[config.mk]
export PLATFORM = sky130hd
export DESIGN_NAME = mult_issue_ctrl
export DESIGN_NICKNAME = d
export VERILOG_FILES = /design/src/rtl/mult_pkg.sv /design/src/rtl/actual_mult.sv /design/src/rtl/mult_issue_ctrl.sv
export SDC_FILE = /design/constraint.sdc
export NUM_CORES = 2
export LEC_CHECK = 0
export BUFFER_PORTS_ARGS = -buffer_cell sky130_fd_sc_hd__buf_2
export CORE_ASPECT_RATIO = 1.1
export CORE_MARGIN = 2
export CORE_UTILIZATION = 55
export CTS_BUF_LIST = sky130_fd_sc_hd__clkbuf_4 sky130_fd_sc_hd__clkbuf_8
export CTS_CLUSTER_SIZE = 14
export DETAILED_ROUTE_END_ITERATION = 6
export GPL_ROUTABILITY_DRIVEN = 1
export PLACE_DENSITY = 0.71
export SLEW_MARGIN = 20
export SYNTH_ARGS = -nofsm -noshare
export SYNTH_HDL_FRONTEND = slang
export SYNTH_HIERARCHICAL = 1
export SYNTH_SLANG_ARGS = --single-unit
[constraint.sdc]
create_clock -name clk -period 7.4 [get_ports clk]
set_input_delay 0.37 -clock clk [delete_from_list [all_inputs] [get_ports clk]]
set_output_delay 0.37 -clock clk [all_outputs]
set_load 0.01 [all_outputs]
[src/rtl/mult_pkg.sv]
// Shared types and constants for the multiplier issue controller and its datapath.
package mult_pkg;

    localparam int MULT_LAT_DEFAULT = 2;

    // Encoding matches funct3[1:0] of the RV32M multiply group.
    typedef enum logic [1:0] {
        MUL    = 2'b00,
        MULH   = 2'b01,
        MULHSU = 2'b10,
        MULHU  = 2'b11
    } mult_op_t;

    typedef enum logic [1:0] {
        IDLE = 2'b00,
        BUSY = 2'b01,
        DONE = 2'b10
    } mult_state_t;

endpackage

[src/rtl/actual_mult.sv]
// Pipelined 32x32 unsigned multiplier: registered 16x16 partial products followed by
// LAT-1 result stages. Inputs must stay constant for LAT+1 cycles.
module actual_mult
    import mult_pkg::*;
#(
    parameter int LAT = MULT_LAT_DEFAULT
) (
    input  logic        clk,
    input  logic        rst,
    input  logic [31:0] a_i,
    input  logic [31:0] b_i,
    output logic [63:0] prod_o
);

    logic [31:0] pp_ll_q, pp_lh_q, pp_hl_q, pp_hh_q;
    logic [63:0] sum;
    logic [63:0] stage_q [LAT-1];

    always_ff @(posedge clk or posedge rst) begin
        if (rst) begin
            pp_ll_q <= '0;
            pp_lh_q <= '0;
            pp_hl_q <= '0;
            pp_hh_q <= '0;
        end else begin
            pp_ll_q <= a_i[15:0]  * b_i[15:0];
            pp_lh_q <= a_i[15:0]  * b_i[31:16];
            pp_hl_q <= a_i[31:16] * b_i[15:0];
            pp_hh_q <= a_i[31:16] * b_i[31:16];
        end
    end

    assign sum = {32'd0, pp_ll_q}
               + {16'd0, pp_lh_q, 16'd0}
               + {16'd0, pp_hl_q, 16'd0}
               + {pp_hh_q, 32'd0};

    // NOTE: the stage array is only a few words deep, so every entry is reset; a bare
    // reset keeps the product output defined instead of carrying X into the controller.
    always_ff @(posedge clk or posedge rst) begin
        if (rst) begin
            for (int i = 0; i < LAT - 1; i++) begin
                stage_q[i] <= '0;
            end
        end else begin
            stage_q[0] <= sum;
            for (int i = 1; i < LAT - 1; i++) begin
                stage_q[i] <= stage_q[i-1];
            end
        end
    end

    assign prod_o = stage_q[LAT-2];

endmodule

[src/rtl/mult_issue_ctrl.sv]
// RV32M multiply front-end: sign handling, operand hold and tagged response around actual_mult.
// Optional build macro MULT_PERF_CNT_EN adds the perf_ops / perf_stall counters.
module mult_issue_ctrl
    import mult_pkg::*;
#(
    parameter int MULT_LAT = MULT_LAT_DEFAULT,
    parameter int TAG_W    = 6
) (
    input  logic             clk,
    input  logic             rst,
    input  logic             flush,
    input  logic             req_valid,
    output logic             req_ready,
    input  logic [1:0]       req_op,
    input  logic [31:0]      req_a,
    input  logic [31:0]      req_b,
    input  logic [TAG_W-1:0] req_tag,
    output logic             resp_valid,
    input  logic             resp_ready,
    output logic [31:0]      resp_data,
    output logic [TAG_W-1:0] resp_tag
`ifdef MULT_PERF_CNT_EN
    ,
    output logic [31:0]      perf_ops,
    output logic [31:0]      perf_stall
`endif
);

    localparam int CNT_W = $clog2(MULT_LAT + 1);

    mult_state_t      state_q, state_d;
    logic [CNT_W-1:0] cnt_q, cnt_d;
    logic [31:0]      op_a_q, op_b_q;
    mult_op_t         op_q;
    logic [TAG_W-1:0] tag_q;
    logic             neg_q;
    logic [31:0]      resp_data_q, resp_data_d;
    logic [TAG_W-1:0] resp_tag_q;

    mult_op_t         req_op_e;
    logic             accept, resp_fire, capture;
    logic             neg_a, neg_b;
    logic [31:0]      mag_a, mag_b;
    logic [63:0]      prod, prod_fix;

    assign req_op_e  = mult_op_t'(req_op);
    assign req_ready = !rst && !flush && (state_q == IDLE || (state_q == DONE && resp_ready));
    assign resp_valid = (state_q == DONE) && !flush;
    assign accept    = req_valid && req_ready;
    assign resp_fire = resp_valid && resp_ready;
    assign resp_data = resp_data_q;
    assign resp_tag  = resp_tag_q;

    // 0x80000000 negates to itself, which is the correct unsigned magnitude.
    assign neg_a = (req_op_e == MULH || req_op_e == MULHSU) && req_a[31];
    assign neg_b = (req_op_e == MULH) && req_b[31];
    assign mag_a = neg_a ? (~req_a + 32'd1) : req_a;
    assign mag_b = neg_b ? (~req_b + 32'd1) : req_b;

    always_comb begin
        // NOTE: every output of this block gets a default first, so no path can infer a latch.
        state_d = state_q;
        cnt_d   = cnt_q;
        capture = 1'b0;
        unique case (state_q)
            IDLE: begin
                if (accept) begin
                    state_d = BUSY;
                    cnt_d   = '0;
                end
            end
            BUSY: begin
                if (cnt_q == CNT_W'(MULT_LAT)) begin
                    state_d = DONE;
                    capture = 1'b1;
                end else begin
                    cnt_d = cnt_q + CNT_W'(1);
                end
            end
            DONE: begin
                if (resp_fire) begin
                    state_d = accept ? BUSY : IDLE;
                    cnt_d   = '0;
                end
            end
            default: state_d = IDLE;
        endcase
        if (flush) begin
            state_d = IDLE;
            cnt_d   = '0;
            capture = 1'b0;
        end
    end

    // NOTE: sequential state uses non-blocking assignments so all flops update together.
    always_ff @(posedge clk or posedge rst) begin
        if (rst) begin
            state_q <= IDLE;
            cnt_q   <= '0;
        end else begin
            state_q <= state_d;
            cnt_q   <= cnt_d;
        end
    end

    // Operands are frozen from accept until the next accept, covering all of BUSY.
    always_ff @(posedge clk or posedge rst) begin
        if (rst) begin
            op_a_q <= '0;
            op_b_q <= '0;
            op_q   <= MUL;
            tag_q  <= '0;
            neg_q  <= 1'b0;
        end else if (accept) begin
            op_a_q <= mag_a;
            op_b_q <= mag_b;
            op_q   <= req_op_e;
            tag_q  <= req_tag;
            neg_q  <= neg_a ^ neg_b;
        end
    end

    actual_mult #(
        .LAT    (MULT_LAT)
    ) u_actual_mult (
        .clk    (clk),
        .rst    (rst),
        .a_i    (op_a_q),
        .b_i    (op_b_q),
        .prod_o (prod)
    );

    assign prod_fix    = neg_q ? (~prod + 64'd1) : prod;
    assign resp_data_d = (op_q == MUL) ? prod_fix[31:0] : prod_fix[63:32];

    always_ff @(posedge clk or posedge rst) begin
        if (rst) begin
            resp_data_q <= '0;
            resp_tag_q  <= '0;
        end else if (capture) begin
            resp_data_q <= resp_data_d;
            resp_tag_q  <= tag_q;
        end
    end

`ifdef MULT_PERF_CNT_EN
    logic [31:0] perf_ops_q, perf_stall_q;

    always_ff @(posedge clk or posedge rst) begin
        if (rst) begin
            perf_ops_q   <= '0;
            perf_stall_q <= '0;
        end else begin
            if (resp_fire) perf_ops_q <= perf_ops_q + 32'd1;
            if (resp_valid && !resp_ready) perf_stall_q <= perf_stall_q + 32'd1;
        end
    end

    assign perf_ops   = perf_ops_q;
    assign perf_stall = perf_stall_q;
`endif

endmodule

# Yosys cells after proc, flatten, opt, wreduce, memory -nomap -nowiden
# Index checks and enable logic that the tools add are counted.
word_totals:
  reg_bits: 307
  in_bits: 77
  out_inout_bits: 40
  wordCells: 73
op_classes:
  addsub: 7
  n_mul: 4
  n_eq_ne: 9
  muxes: 18
  bitwise_logic: 4
  n_reduce_logical: 17
ops:
  columns: ["cell", "n"]
  rows:
  - ["$mul 16x16->32", 4]
  - ["$mux 32", 3]
  - ["$add 32x1->32 const B", 2]
  - ["$add 64x1->64 const B", 1]
  - ["$add 64x48->64", 1]
  - ["$add 64x64->64", 1]
  - ["$mux 64", 1]
  - ["$not 32->32", 2]
  - ["$not 64->64", 1]
  - ["$add 32x48->49", 1]
  - ["$mux 2", 8]
  - ["$ne 3x3->1 const B", 4]
  - ["$pmux 2 s3", 2]
  - ["$logic_and 1x1->1", 8]
  - ["$eq 2x2->1 const B", 3]
  - ["$eq 2x1->1 const B", 2]
  - ["$logic_not 2->1", 2]
  - ["$mux 1", 4]
  - ["$reduce_and 4->1", 1]
  - ["$reduce_bool 4->1", 1]
  - ["$reduce_and 3->1", 1]
  - ["$add 2x1->2 const B", 1]
  - ["$logic_not 1->1", 2]
  - ["$logic_or 1x1->1", 2]
  - ["$xor 1x1->1", 1]

# Depth between registers and ports, before layout
depth:
  ltp_word: 9
  mapped_depth: 24
  depth_no_buf: 23

# Hierarchy
# Netlist, hierarchy kept.
by_module_without_submodules:
  columns: ["module", "n_inst", "cells_per_inst", "area_each_um2"]
  rows:
  - ["actual_mult", 1, 4419, 41031.9]
  - ["mult_issue_ctrl", 1, 930, 7708.6]

# Worst setup path after synthesis
# No wires, ideal clock.
synth_path:
  path_kind: "reg-to-reg"
  start: "register op_b_q[1]"
  end: "register u_actual_mult.pp_hl_q[28]"
  setup_ns: 0.080
  t_arrival_ns: 5.956
  t_required_ns: 7.320
  slack_ns: 1.364
  stages_incl_launch_ff: 22
  path_buffers: 1
  period_less_slack_ns: 6.036
  path_cell_list: "dfrtp_1 clkbuf_1 nand2_1 fa_1 fa_1 fa_1 fa_1 inv_1 fa_1 inv_1 fa_1 inv_1 ha_1 and3_4 a221oi_2 nor2b_1 a211oi_2 a211oi_1 a2111o_1 a31o_1 a21oi_2 xnor2_1"
synth_between:
  elab_chain_len: 1
synth_rtl:
  columns: ["item", "line_no", "text"]
  rows:
  - ["start: declaration", "mult_issue_ctrl.sv:33", "logic [31:0] op_a_q, op_b_q;"]
  - ["start signal: assignment", "mult_issue_ctrl.sv:116", "op_b_q <= mag_b;"]
  - ["$mul 16x16->32", "actual_mult.sv:28", "pp_hl_q <= a_i[31:16] * b_i[15:0];"]
  - ["end signal: assignment", "actual_mult.sv:28", null]
  - ["end: declaration", "actual_mult.sv:15", "logic [31:0] pp_ll_q, pp_lh_q, pp_hl_q, pp_hh_q;"]
# Every way passes these cells.
# A chain may end at the register's enable or synchronous reset.

# Worst setup path in the final report
layout_path:
  start: "register op_a_q[22]"
  end: "register u_actual_mult.pp_hl_q[29]"
layout_between:
  elab_chain_len: 1
layout_rtl:
  columns: ["item", "line_no", "text"]
  rows:
  - ["start: declaration", "mult_issue_ctrl.sv:33", null]
  - ["start signal: assignment", "mult_issue_ctrl.sv:115", "op_a_q <= mag_a;"]
  - ["$mul 16x16->32", "actual_mult.sv:28", null]
# Every way passes these cells.

==> metrics <==
Initial Util 0.555; global-route wire length before repair 211000 um; metal3 WL 9870 um; CP required 7950 ps; Fmax 147 MHz; Rel. slew slack 0.190; final net count 6785; All-Layer GR Usage 0.297; RSZ-0062 raised after global routing false; die area 91000 sq um; CTS tree done; Core ar. 87900 sq um; crit end category register; max-cap violations 0; Post-synth EDFFs 0; M1 wire length 54100 um; I/O pins 117; largest cells by area after synthesis fa_1, dfrtp_1, ha_1; Post-Place Setup Slack 727 ps; clk_skew 67.5 ps; sequential fraction of the synthesis area 0.158; CP cell instances buf_4, nand2_1, fa_1, inv_1, fa_1, fa_1, fa_1, fa_1, inv_1, fa_1, inv_1, ha_1, a21oi_1, nand2_1, o32ai_1, o21ai_0, a21boi_0, o21bai_1, xor2_1; Die X 288 um; Placed Area 50900 sq um; largest net degree at the start of global routing 119; Die Y 316 um; Clock Pin Slew Worst Setup and Hold Paths 60 ps; asr flop ratio synth 1.00; syn avg cell area 9.11 sq um; worst slew pin tran 1200 ps; CTS Buffer Depth 3; status finished, final reports clean; crit-path max FO 18; Unique masters post-synth 85; Vias 37000; Most Frequent Cell on Critical Path fa_1; critical path data arrival time 7340 ps; routed vias/inst 5.56; clk sinks 307; final setup fails 0; area delta synth->final 8.35%; Syn Inst Count 5349; Synthesized Nets 6692; htree depth 2; slowest CP cell dfrtp_1; gp weighted congestion 0.985; Primary FF master, synth dfrtp_1; Buffers on Ports 116; Final period util 0.917; cell taking the most area after synthesis fa_1; row count 114; synthesis-stage register bit count 307; Initial DRT Pass Iterations 6; grt total ovfl 0; root buf cell clkbuf_8; Final min period 6790 ps; CTS Buf Count 57; DRC 0; share of Yosys cell area claimed by the top area cell type 0.332; antenna violations before repair 3; DRT iter0 DRCs 2601; Final Instance Area 52800 sq um; setup TNS 0 ps; post-route ant nets 0; setup bufs post-CTS 0; Crit Path Class reg2reg; setup ws final 611 ps; CP max stage delay 840 ps; Pins Over Slew Limit 0; Final HPWL DP 106000 um; Clock Latency Late Sink 710 ps; worst min-delay path category in2reg; top sig layer met5; vias in the first global route 38900; routed len/inst 19.6 um; Yosys warnings 6; nature of the critical path startpoint register; DRT Wirelength 130000 um; ratio of cells with drive above 1 in the final layout 0.0707; Syn Std Cell Area 48700 sq um; final hold vios 0; DR WL met2 59800 um
-- stage by stage --
| step | util | hold WS [ps] | instances |
|---|---|---|---|
| after floorplan | - | 331 | 5349 |
| after global placement | 0.579 | 335 | 6500 |
| after detailed placement | 0.579 | 336 | 6500 |
| after CTS | 0.601 | 0.0415 | 6649 |
| after global routing | 0.601 | 50.6 | 6650 |
| final | 0.601 | 40.5 | 6651 |
-- area by class of cell --
type / count / area, sq um
flip-flops and latches: 307 / 7680
repair buffers: 285 / 2030
multi-input cells: 3832 / 36500
clock buffers: 78 / 1030
clock inverters: 28 / 480
well taps: 1160 / 1450
diodes: 2 / 5.00
fillers: 7608 / 35100
inverters: 959 / 3610
-- metal layers --
metal	GRT usage	vias to the layer above
li1	-	16800
met1	0.390	18500
met2	0.479	1424
met3	0.0571	315
met4	0.136	2
met5	0	-
-- kinds of logic after synthesis --
group,after synthesis,share of synthesized area
compound gates,626,0.0823
xor+xnor,259,0.0465
fa+ha+maj,1266,0.450
buf+inv,1210,0.0934
flops,307,0.158
mux,12,0.00252
simple gates,1669,0.168
-- worst paths after layout --
check                                                         from                                   to  slack, ps  cells after the start
max in group asynchronous                                      rst                op_a_q[7]$_DFFE_PP0P_       5400                      5
min in group asynchronous                                      rst                 tag_q[5]$_DFFE_PP0P_        370                      3
worst min register to register  u_actual_mult/pp_ll_q[0]$_DFF_PP0_    u_actual_mult/prod_o[0]$_DFF_PP0_        340                      0
worst max-delay path                        op_a_q[22]$_DFFE_PP0P_  u_actual_mult/pp_hl_q[29]$_DFF_PP0_        610                     19
worst min-delay path                                     req_b[24]               op_b_q[24]$_DFFE_PP0P_         40                      3
worst max register to register              op_a_q[22]$_DFFE_PP0P_  u_actual_mult/pp_hl_q[29]$_DFF_PP0_        610                     19
-- cells in the mapped netlist, drive strengths merged (6+ instances only) --
library cell and n:
o221ai 6, fa 809, nand3b 6, xnor2 174, o22ai 8, clkbuf 246
a31oi 30, o31ai 27, o211ai 15, a21oi 153, or3 13, or2 7
nand2b 19, mux2i 10, nor4 27, nand2 770, inv 959, o21a 20
a21boi 7, nor2 154, or4 12, o21bai 25, nand4 25, a211oi 22
nor3 42, a21o 55, nor2b 22, o41ai 22, nand3 51, and3 17
a41oi 9, ha 457, and2 482, o21ai 179, dfrtp 307, xor2 85
-- worst max-delay path, delay by kind of cell (launching register included) --
family,cells,cell delay [ps]
xor+xnor,1,160
fa+ha+maj,7,3330
buf+inv,4,540
flops,1,840
simple gates,2,220
compound gates,5,1520
-- registers in the layout (all words and copies together), names as in the netlist --
register	cells
resp_tag	6
resp_data	32
tag_q	6
u_actual_mult/pp_hl_q	32
neg_q	1
op_b_q	32
u_actual_mult/pp_hh_q	32
op_q	2
op_a_q	32
u_actual_mult/pp_lh_q	32
cnt_q	2
u_actual_mult/prod_o	64
state_q	2
u_actual_mult/pp_ll_q	32
-- cells in the final DEF, fill, tap and decap left out, types with 21 or more instances in the layout --
cell / instances
a21o_1: 55
a21oi_1: 151
a31oi_1: 29
and2_1: 482
buf_2: 116
buf_4: 120
clkbuf_8: 71
dfrtp_1: 306
dlygate4sd3_1: 43
fa_1: 809
ha_1: 457
inv_1: 957
nand2_1: 770
nand3_1: 51
nand4_1: 24
nor2_1: 154
nor2b_1: 22
nor3_1: 42
nor4_1: 23
o21ai_0: 172
o21bai_1: 25
o31ai_1: 26
o41ai_1: 21
xnor2_1: 174
xor2_1: 85
-- repair_timing --
item | CTS | global route
gates resized for setup | 0 | 0
endpoints found under the setup margin | 0 | 0
hold endpoints to repair | 206 | 0
hold buffers | 43 | 0
Power is not shown: default switching activity piles up to over one toggle a cycle in this logic, so the estimate is an artifact.
